## config.mk

```make
export PLATFORM = sky130hd
export DESIGN_NAME = usbdev_in_ep_ctrl
export DESIGN_NICKNAME = d
export VERILOG_FILES = /design/src/rtl/usbdev_pkg.sv /design/src/rtl/usbdev_in_ep_slot.sv /design/src/rtl/usbdev_in_ep_ctrl.sv
export SDC_FILE = /design/constraint.sdc
export NUM_CORES = 1
export LEC_CHECK = 0
export CORE_MARGIN = 2
export CORE_UTILIZATION = 55
export DETAILED_ROUTE_END_ITERATION = 8
export PLACE_DENSITY = 0.79
export SYNTH_ARGS = -nofsm -noshare
export SYNTH_HDL_FRONTEND = slang
export SYNTH_SLANG_ARGS = --single-unit
```

## constraint.sdc

```tcl
create_clock -name clk_48mhz_i -period 4.6 [get_ports clk_48mhz_i]
set_input_delay 0.46 -clock clk_48mhz_i [delete_from_list [all_inputs] [get_ports clk_48mhz_i]]
set_output_delay 0.46 -clock clk_48mhz_i [all_outputs]
set_load 0.02 [all_outputs]
```

## src/rtl/usbdev_pkg.sv

```systemverilog
// Shared types and sizing for the USB device IN endpoint scheduler.
package usbdev_pkg;

    localparam int MaxPktSizeByte = 64;
    localparam int PktW           = $clog2(MaxPktSizeByte);
    localparam int NumBuffers     = 32;
    localparam int BufW           = $clog2(NumBuffers);
    localparam int MemAw          = BufW + PktW - 2;

    typedef enum logic [1:0] {
        EpIdle,
        EpReady,
        EpBusy
    } in_ep_state_e;

    // buf is a reserved gate keyword, hence buf_id
    typedef struct packed {
        logic [BufW-1:0] buf_id;
        logic [PktW:0]   size;
        logic            rdy;
    } in_ep_cfg_t;

endpackage

```

## src/rtl/usbdev_in_ep_slot.sv

```systemverilog
// One IN endpoint: packet FSM plus buffer/size storage.
// Optional per-endpoint sent counter under USBDEV_IN_SENT_CNT_EN.
module usbdev_in_ep_slot
    import usbdev_pkg::*;
(
    input  logic            clk_i,
    input  logic            rst_ni,
    input  logic            link_reset_i,
    input  logic            setup_i,
    input  logic            cfg_we_i,
    input  logic [BufW-1:0] cfg_buf_i,
    input  logic [PktW:0]   cfg_size_i,
    input  logic            cfg_rdy_i,
    input  logic            start_i,
    input  logic            xact_end_i,
    input  logic            rollback_i,
    output in_ep_cfg_t      cfg_o,
    output logic            busy_o,
    output logic            pkt_sent_o,
    output logic            cancelled_o
`ifdef USBDEV_IN_SENT_CNT_EN
   ,output logic [7:0]      sent_cnt_o
`endif
);

    in_ep_state_e state_q, state_d;
    in_ep_cfg_t   cfg_q, cfg_d, cfg_wr;
    logic         pkt_sent_q, pkt_sent_d;
    logic         cancelled_q, cancelled_d;

    assign cfg_wr = '{buf_id: cfg_buf_i, size: cfg_size_i, rdy: cfg_rdy_i};

    // Cancellation outranks everything; config writes are frozen while busy.
    always_comb begin
        state_d     = state_q;
        cfg_d       = cfg_q;
        pkt_sent_d  = 1'b0;
        cancelled_d = 1'b0;
        if (setup_i || link_reset_i) begin
            state_d     = EpIdle;
            cfg_d.rdy   = 1'b0;
            cancelled_d = cfg_q.rdy;
        end else begin
            case (state_q)
                EpIdle: begin
                    if (cfg_we_i) begin
                        cfg_d = cfg_wr;
                        if (cfg_rdy_i) state_d = EpReady;
                    end
                end
                EpReady: begin
                    if (cfg_we_i) cfg_d = cfg_wr;
                    if (cfg_we_i && !cfg_rdy_i) begin
                        state_d     = EpIdle;
                        cancelled_d = 1'b1;
                    end else if (start_i) begin
                        state_d = EpBusy;
                    end
                end
                EpBusy: begin
                    if (xact_end_i) begin
                        state_d    = EpIdle;
                        cfg_d.rdy  = 1'b0;
                        pkt_sent_d = 1'b1;
                    end else if (rollback_i) begin
                        state_d = EpReady;
                    end
                end
                default: state_d = EpIdle;
            endcase
        end
    end

    always_ff @(posedge clk_i or negedge rst_ni) begin
        if (!rst_ni) begin
            state_q     <= EpIdle;
            cfg_q       <= '0;
            pkt_sent_q  <= 1'b0;
            cancelled_q <= 1'b0;
        end else begin
            state_q     <= state_d;
            cfg_q       <= cfg_d;
            pkt_sent_q  <= pkt_sent_d;
            cancelled_q <= cancelled_d;
        end
    end

    assign cfg_o       = cfg_q;
    assign busy_o      = (state_q == EpBusy);
    assign pkt_sent_o  = pkt_sent_q;
    assign cancelled_o = cancelled_q;

`ifdef USBDEV_IN_SENT_CNT_EN
    logic [7:0] cnt_q, cnt_d;

    // A write with an all-ones size is the software clear for the counter.
    always_comb begin
        cnt_d = cnt_q;
        if (link_reset_i || (cfg_we_i && (&cfg_size_i))) begin
            cnt_d = '0;
        end else if (pkt_sent_d && (cnt_q != 8'hFF)) begin
            cnt_d = cnt_q + 8'd1;
        end
    end

    always_ff @(posedge clk_i or negedge rst_ni) begin
        if (!rst_ni) begin
            cnt_q <= '0;
        end else begin
            cnt_q <= cnt_d;
        end
    end

    assign sent_cnt_o = cnt_q;
`endif

endmodule

```

## src/rtl/usbdev_in_ep_ctrl.sv

```systemverilog
// IN packet scheduler: per-endpoint slots, buffer memory addressing and byte-lane mux.
// Optional sent counters enabled by USBDEV_IN_SENT_CNT_EN.
module usbdev_in_ep_ctrl
    import usbdev_pkg::*;
#(
    parameter int NumInEps = 12
) (
    input  logic                  clk_48mhz_i,
    input  logic                  rst_ni,
    input  logic                  link_reset_i,
    input  logic                  cfg_we_i,
    input  logic [3:0]            cfg_ep_i,
    input  logic [BufW-1:0]       cfg_buf_i,
    input  logic [PktW:0]         cfg_size_i,
    input  logic                  cfg_rdy_i,
    input  logic                  in_xact_starting_i,
    input  logic [3:0]            in_xact_start_ep_i,
    input  logic [3:0]            in_ep_current_i,
    input  logic [PktW-1:0]       in_ep_get_addr_i,
    input  logic                  in_ep_data_get_i,
    input  logic                  in_ep_xact_end_i,
    input  logic                  in_ep_rollback_i,
    input  logic [NumInEps-1:0]   setup_ep_i,
    output logic [NumInEps-1:0]   in_ep_has_data_o,
    output logic [NumInEps-1:0]   in_ep_data_done_o,
    output logic [7:0]            in_ep_data_o,
    output logic                  mem_req_o,
    output logic [MemAw-1:0]      mem_addr_o,
    input  logic [31:0]           mem_rdata_i,
    output logic [NumInEps-1:0]   rdy_o,
    output logic [NumInEps-1:0]   busy_o,
    output logic [NumInEps-1:0]   pkt_sent_o,
    output logic [NumInEps-1:0]   cancelled_o
`ifdef USBDEV_IN_SENT_CNT_EN
   ,output logic [NumInEps*8-1:0] sent_cnt_o
`endif
);

    in_ep_cfg_t            ep_cfg [NumInEps];
    logic [NumInEps-1:0]   rdy, busy, cur_sel;
    logic [BufW-1:0]       cur_buf;
    logic [PktW:0]         cur_size;
    logic                  cur_busy;
    logic [1:0]            lane_q;
    logic                  req_q;

    // Byte pacing is carried entirely by get_addr, so the consume strobe is not needed.
    logic unused_data_get;
    assign unused_data_get = in_ep_data_get_i;

    always_comb begin
        cur_sel = '0;
        for (int i = 0; i < NumInEps; i++) begin
            cur_sel[i] = (in_ep_current_i == 4'(i));
        end
    end

    for (genvar n = 0; n < NumInEps; n++) begin : g_slot
        usbdev_in_ep_slot u_slot (
            .clk_i        (clk_48mhz_i),
            .rst_ni       (rst_ni),
            .link_reset_i (link_reset_i),
            .setup_i      (setup_ep_i[n]),
            .cfg_we_i     (cfg_we_i && (cfg_ep_i == 4'(n))),
            .cfg_buf_i    (cfg_buf_i),
            .cfg_size_i   (cfg_size_i),
            .cfg_rdy_i    (cfg_rdy_i),
            .start_i      (in_xact_starting_i && (in_xact_start_ep_i == 4'(n))),
            .xact_end_i   (in_ep_xact_end_i && cur_sel[n]),
            .rollback_i   (in_ep_rollback_i && cur_sel[n]),
            .cfg_o        (ep_cfg[n]),
            .busy_o       (busy[n]),
            .pkt_sent_o   (pkt_sent_o[n]),
            .cancelled_o  (cancelled_o[n])
`ifdef USBDEV_IN_SENT_CNT_EN
           ,.sent_cnt_o   (sent_cnt_o[n*8 +: 8])
`endif
        );
        assign rdy[n] = ep_cfg[n].rdy;
    end

    // An out-of-range current endpoint selects nothing and reads as idle.
    always_comb begin
        cur_buf  = '0;
        cur_size = '0;
        cur_busy = 1'b0;
        for (int i = 0; i < NumInEps; i++) begin
            if (cur_sel[i]) begin
                cur_buf  = ep_cfg[i].buf_id;
                cur_size = ep_cfg[i].size;
                cur_busy = busy[i];
            end
        end
    end

    assign mem_req_o         = cur_busy;
    assign mem_addr_o        = cur_busy ? {cur_buf, in_ep_get_addr_i[PktW-1:2]} : '0;
    assign in_ep_data_done_o = cur_sel & {NumInEps{cur_busy && ({1'b0, in_ep_get_addr_i} >= cur_size)}};

    always_ff @(posedge clk_48mhz_i or negedge rst_ni) begin
        if (!rst_ni) begin
            lane_q <= '0;
            req_q  <= 1'b0;
        end else begin
            lane_q <= in_ep_get_addr_i[1:0];
            req_q  <= mem_req_o;
        end
    end

    assign in_ep_data_o     = req_q ? mem_rdata_i[{lane_q, 3'b000} +: 8] : 8'h00;
    assign in_ep_has_data_o = rdy;
    assign rdy_o            = rdy;
    assign busy_o           = busy;

endmodule

```

==> flow_summary.ini, run 1 <==
[critical_path]
critical_path_class = in2out
slowest_stage = clkdlybuf4s50_1
crit_arrival_ps = 4080
start_kind = input pin
r2r.worst_path.cells = 6
cp_max_fo = 30
slowest_delay_ps = 690
rrSetupSlack_ps = 2360
worstPathCellList = clkdlybuf4s50_1, buf_12, nand2_1, o22ai_1, a222oi_1, a311o_1, a21o_1, ha_1, a211oi_1, o31ai_2, o21ai_1, buf_4, a211oi_1, clkdlybuf4s50_1
required_ps = 4140
critPathCaptureType = output port

[power]
combPwrFrac_pct = 14.4
switching_share_pct = 25.13
irDropWorstVdd_v = 0.0003488
total_power_mw = 4.409
seq_power_share_pct = 47.2
power.density_nw_per_um2 = 328.7
p_switching_mw = 1.108
pwr-share-clk_pct = 38.4
intPower_mw = 3.301
p_leak_nw = 5.744

[sta]
min_period_ps = 4536
holdWs_ps = 32.62
rsz0062_at_grt = no
skew_ps = 15.29
slew_violations = 0
setup_violations = 0
relSlewSlack_pct = 25.21
fin_crit_sh_pct = 98.61
worst_slew_pin_slew_ps = 1118
final.setup.tns_ps = 0
worst_slack_ps = 64.07
hold_viol = 0
fmax_mhz = 220.5

[placed_design]
dp.cells = 1350
preCtsSetupSlack_ps = 14.04
numPortBuffers = 171
place_hpwl_um = 21260
gp_congestion = 0.9330

[logic_synthesis]
synth_top_flop_cell = dfrtp_1
synth-seq-cells = 207
synth.distinct_cells = 73
synth_edf_count = 0
syn_inst = 1006
syn-num-nets = 1095
avgSynthCellArea_um2 = 11.11
syn-cell-area_um2 = 11180
synth-seq-area-share_pct = 46.35
async_reset_ff_share_pct = 100.0
synth_warnings = 0

[run]
max_cap_violations = 0

[floorplanning]
io_pins = 173
start_util_pct = 55.59
rows = 52
die_h_um = 146.6
dieArea_um2 = 21480
die_w_um = 146.6
coreArea_um2 = 20100

[global_route]
grt_pass1_wl_um = 48480
grt.total_usage_pct = 28.65
grt_overflow_total = 0
antenna_found_initial = 0
grt_pass1_vias = 8741
grt_max_degree = 107

[drt]
wirelength_um = 30920
routedWlPerCell_um = 22.32
drt_iter0_drc = 672
vias_per_cell = 6.303
firstDrtPassIters = 5
ant_nets = 0
post-route-drc-count = 0
num_vias = 8729

[clock_network]
clock_sinks = 207
ctsLongestPathBuffers = 3
htreeDepth = 1
cts_made_buffers = 23
clk_transition_reported_paths_ps = 60
clk_latency_ps = 510
tritoncts = done
post_cts_buffers = 0
root_buffer = clkbuf_16

[layout]
nets = 1194
regArea_um2 = 5180
layout_commonest_cell = dfrtp_1
areaGrowthSynthToFinish_pct = 20.00
diodes = 0
layout_common_cells = dfrtp_1 (207), clkdlybuf4s50_1 (167), mux2_2 (123)
stdcell_count = 1385
drive_gt1_share_pct = 21.70
fillCellCount = 1497
multi_input_area_um2 = 5122

[status]
outcome = completed

[min_path]
hp-class = in2async
==> worst max-delay path, delay by kind of cell <==
| family | cells | cell delay (ps) |
|---|---|---|
| AOI/OAI and AO/OA | 8 | 1670 |
| adders and majority gates | 1 | 270 |
| buffers and inverters | 4 | 1580 |
| and+or+nand+nor | 1 | 70 |
==> synth_stat cells, types with 4 or more instances <==
master | n | share of area (%)
buf_4 | 67 | 4.5
nand2b_1 | 19 | 1.1
a21o_1 | 4 | 0.27
nand3b_1 | 9 | 0.60
o22ai_1 | 6 | 0.34
mux4_2 | 20 | 4.0
nand4_1 | 6 | 0.34
ha_1 | 6 | 0.67
dfrtp_1 | 207 | 46
a21oi_1 | 36 | 1.6
nand3_1 | 12 | 0.54
o211ai_1 | 9 | 0.60
nor2_1 | 50 | 1.7
or2_2 | 11 | 0.62
inv_1 | 17 | 0.57
a21boi_1 | 4 | 0.27
o32ai_1 | 8 | 0.63
o21ai_0 | 33 | 1.5
o31ai_1 | 9 | 0.60
o221ai_1 | 8 | 0.63
a22oi_1 | 5 | 0.34
and3_1 | 4 | 0.22
nor3b_1 | 6 | 0.40
a211oi_1 | 13 | 0.87
or2_1 | 4 | 0.22
clkbuf_1 | 41 | 1.4
nor3_2 | 5 | 0.45
and2_1 | 10 | 0.56
o41ai_1 | 6 | 0.47
nand2_1 | 61 | 2.0
nor3_1 | 32 | 1.4
mux2_1 | 30 | 3.0
mux2_2 | 123 | 12
buf_6 | 6 | 0.60
a31oi_1 | 4 | 0.22
buf_2 | 18 | 0.81
a32oi_1 | 5 | 0.39
or3_1 | 9 | 0.50
nor2b_1 | 18 | 1.0
or4b_1 | 4 | 0.36
mux2i_1 | 12 | 1.1
==> sequential cells by signal, indices dropped and copies added (netlist names) <==
| register | cells |
|---|---|
| g_slot.u_slot.cfg_o | 156 |
| g_slot.u_slot.state_q | 24 |
| g_slot.u_slot.cancelled_o | 12 |
| g_slot.u_slot.pkt_sent_o | 12 |
| lane_q | 2 |
| req_q | 1 |
==> cell families (layout without fill, tap and decap cells) <==
kind of cell / Yosys count / count (layout) / synth area share (%)
adders and majority gates: 6 / 6 / 0.6716
and+or+nand+nor: 279 / 279 / 13.66
muxes: 185 / 185 / 20.52
AOI/OAI and AO/OA: 176 / 176 / 10.81
buffers and inverters: 153 / 262 / 7.993
DFF: 207 / 207 / 46.35
==> repair_timing <==
| action | CTS | global route |
|---|---|---|
| hold buffers | 0 | 0 |
| setup endpoints to repair | 0 | 7 |
| resized for setup | 0 | 3 |
| hold endpoints to repair | 0 | 0 |
==> layout make-up <==
cell class / instances / share of cell area, %
clock inverter: 3 / 0.1119
timing repair buffer: 209 / 15.14
clock buffer: 32 / 4.916
sequential: 207 / 38.62
multi-input combinational: 646 / 38.19
tap: 270 / 2.519
inverter: 18 / 0.5037
==> power by group through the flow <==
| stage | sequential [mW] | combinational, mW | clock, mW |
|---|---|---|---|
| CTS | 2.08 | 0.631 | 1.71 |
| global placement | 2.10 | 0.610 | 0 |
| global route | 2.10 | 0.685 | 1.78 |
| detailed placement | 2.11 | 0.626 | 0 |
| finish | 2.08 | 0.636 | 1.69 |
| floorplan | 2.08 | 0.389 | 0 |
==> worst paths after layout <==
kind | to | from
setup / recovery | in_ep_data_done_o[5] | in_ep_current_i[2]
hold / removal | g_slot[8].u_slot.cancelled_o | rst_ni
setup reg to reg | req_q | g_slot[1].u_slot.state_q[1]
hold reg to reg | g_slot[10].u_slot.cfg_o[11] | g_slot[10].u_slot.cfg_o[11]
max in group asynchronous | g_slot[3].u_slot.cfg_o[1] | rst_ni
min in group clk_48mhz_i | lane_q[0] | in_ep_get_addr_i[0]
==> layer usage <==
layer	vias to the layer above	part of all wire, %	track usage, %
met2	458	47	46.75
met5	-	0	0
li1	3803	-	-
met1	4366	41	38.00
met4	0	4.3	11.89
met3	102	7.9	5.313
==> through the flow <==
| step | instance area, µm² | utilization (%) |
|---|---|---|
| after floorplan | 11180 | - |
| after global placement | 12730 | 63.31 |
| after detailed placement | 12730 | 63.31 |
| after CTS | 13400 | 66.67 |
| after global routing | 13410 | 66.72 |
| final | 13410 | 66.72 |
Note: power is estimated with default switching activity, not from simulation.
==> inputs of run 2 (changes only) <==
--- a/config.mk
+++ b/config.mk
@@ -9,4 +9,5 @@
 export CORE_UTILIZATION = 55
 export DETAILED_ROUTE_END_ITERATION = 8
+export GPL_TIMING_DRIVEN = 0
 export PLACE_DENSITY = 0.79
 export SYNTH_ARGS = -nofsm -noshare
==> constraint.sdc (replaced) <==
create_clock -name clk_48mhz_i -period 4.6 [get_ports clk_48mhz_i]
set_input_delay 0.69 -clock clk_48mhz_i [delete_from_list [all_inputs] [get_ports clk_48mhz_i]]
set_output_delay 0.69 -clock clk_48mhz_i [all_outputs]
set_load 0.02 [all_outputs]
==> run 2 against run 1 <==
Net effect: combinational power increased by 4.9%; register-to-register slack improved by 190 ps; critical path type unchanged; sequential share of layout area decreased by 2.0 points; non-clock buffer count increased by 97; via count increased by 4.6%; highest routed layer unchanged; global-route usage increased by 2.4 points; clock skew decreased by 4.4 ps; worst setup slack improved by 27 ps; cell area increased by 5.4%.
==> flow_summary.ini, run 2 (synthesis results as in run 1) <==
[clock_network]
ctsLongestPathBuffers = 3
root_buffer = clkbuf_16
htreeDepth = 1
cts-hold-fix-buffers = 0
clock_sinks = 207
tritoncts = done
clk_transition_reported_paths_ps = 60
cts_made_buffers = 23
clk_latency_ps = 520

[layout]
drive_gt1_share_pct = 27.77
largest_reg_flops = 156
stdcell_count = 1487
layout_commonest_cell = dfrtp_1
nets = 1291
diodes = 0
layout_common_cells = dfrtp_1 (207), clkdlybuf4s50_1 (153), mux2_2 (123)
areaGrowthSynthToFinish_pct = 26.50

[drt]
num_vias = 9131
drt_iter0_drc = 690
wirelength_um = 33310
post-route-drc-count = 0
vias_per_cell = 6.141
routedWlPerCell_um = 22.40
ant_nets = 0
firstDrtPassIters = 7

[placed_design]
dp.cells = 1444
place_hpwl_um = 23580
numPortBuffers = 167
gp_congestion = 0.9635

[critical_path]
critPathCaptureType = output port
cp_max_fo = 10
critical_path_class = in2out
crit_arrival_ps = 3820
start_kind = input pin
required_ps = 3910

[run]
max_cap_violations = 0

[power]
p_leak_nw = 6.196
irDropWorstVdd_v = 0.0003363
power.density_nw_per_um2 = 329.8

[sta]
slew_violations = 0
fin_crit_sh_pct = 98.01
final.setup.tns_ps = 0
fmax_mhz = 221.8
skew_ps = 10.89
worst_slew_pin_slew_ps = 1094
setup_violations = 0
min_period_ps = 4509
rsz0062_at_grt = no
hold_viol = 0
holdWs_ps = 237.6
relSlewSlack_pct = 26.90

[floorplanning]
start_util_pct = 55.59
die_w_um = 146.6
coreArea_um2 = 20100
rows = 52
dieArea_um2 = 21480
io_pins = 173
die_h_um = 146.6

[min_path]
hp-class = in2async

[global_route]
grt_pass1_vias = 9172
antenna_found_initial = 0
grt_max_degree = 105
grt_overflow_total = 0
grt_pass1_wl_um = 51870
grt.total_usage_pct = 31.09

[status]
outcome = completed
==> run 2: cell count changes in the layout (fill, tap and decap cells not counted), sizes merged <==
| cell | change |
|---|---|
| buf | +67 |
| bufinv | +3 |
| clkbuf | +44 |
| clkdlybuf4s50 | -14 |
| clkinv | +1 |
| inv | +2 |
| dlymetal6s2s | -1 |
==> run 2: routing by layer <==
metal  part of all wire (%)  vias up  track usage (%)
met2                     48      507            50.99
li1                       -     3998                -
met1                     39     4495            40.72
met5                      0        -                0
met3                    8.7      131            5.563
met4                    5.1        0            13.98
==> run 2: final timing paths <==
path                       slack [ps]                          end  depth (start not counted)                          from
setup reg to reg                 2550  g_slot[11].u_slot.cfg_o[10]                          4  g_slot[11].u_slot.state_q[1]
setup / recovery                   90         in_ep_data_done_o[5]                         14            in_ep_current_i[3]
max in group asynchronous        3340   g_slot[2].u_slot.cfg_o[12]                          2                        rst_ni
min in group clk_48mhz_i          480    g_slot[3].u_slot.cfg_o[2]                          1     g_slot[3].u_slot.cfg_o[2]
hold reg to reg                   480    g_slot[3].u_slot.cfg_o[2]                          1     g_slot[3].u_slot.cfg_o[2]
hold / removal                    240  g_slot[8].u_slot.pkt_sent_o                          1                        rst_ni
==> run 2: where the power goes <==
group | internal [mW] | switching (mW) | leakage (nW)
registers | 1.99 | 0.0917 | 2.79
clock network | 1.17 | 0.746 | 0.390
logic | 0.333 | 0.335 | 3.02
==> run 2: layout make-up <==
cell class	instances	area [µm²]
Clock buffer	31	655.6
Multi-Input combinational cell	646	5192
Inverter	18	67.56
Fill cell	1467	5966
Sequential cell	207	5180
Clock inverter	9	127.6
Timing Repair Buffer	171	1664
Buffer	135	913.4
Tap cell	270	337.8
==> run 2: what timing repair did <==
action / 4_1_cts / 5_1_grt
setup endpoints to repair: 13 / 12
resized for setup: 73 / 34
hold endpoints to repair: 0 / 0
setup buffers: 3 / 0
pin swaps: 2 / 3
==> run 2: worst max-delay path, cell delays in order <==
cell             delay [ps]
clkdlybuf4s50_1         460
clkbuf_4                220
nor2b_1                 140
clkbuf_4                210
clkbuf_8                200
nand2_2                 160
o22ai_1                 150
a21o_1                  200
ha_1                    300
a211oi_2                 80
o31ai_4                 290
o21ai_4                 210
a211oi_2                290
buf_2                   210
==> run 2: per-stage QoR <==
stage | instance area (µm²) | setup slack [ps] | util [%] | power, mW
6_report | 14140 | 91.42 | 70.33 | 4.663
5_1_grt | 14140 | 22.63 | 70.33 | 4.815
4_1_cts | 14160 | 3.666 | 70.43 | 4.661
3_5_place_dp | 13220 | -1812 | 65.75 | 2.745
3_3_place_gp | 13190 | -5819 | 65.59 | 2.717
2_1_floorplan | 11180 | 231.8 | - | 2.468
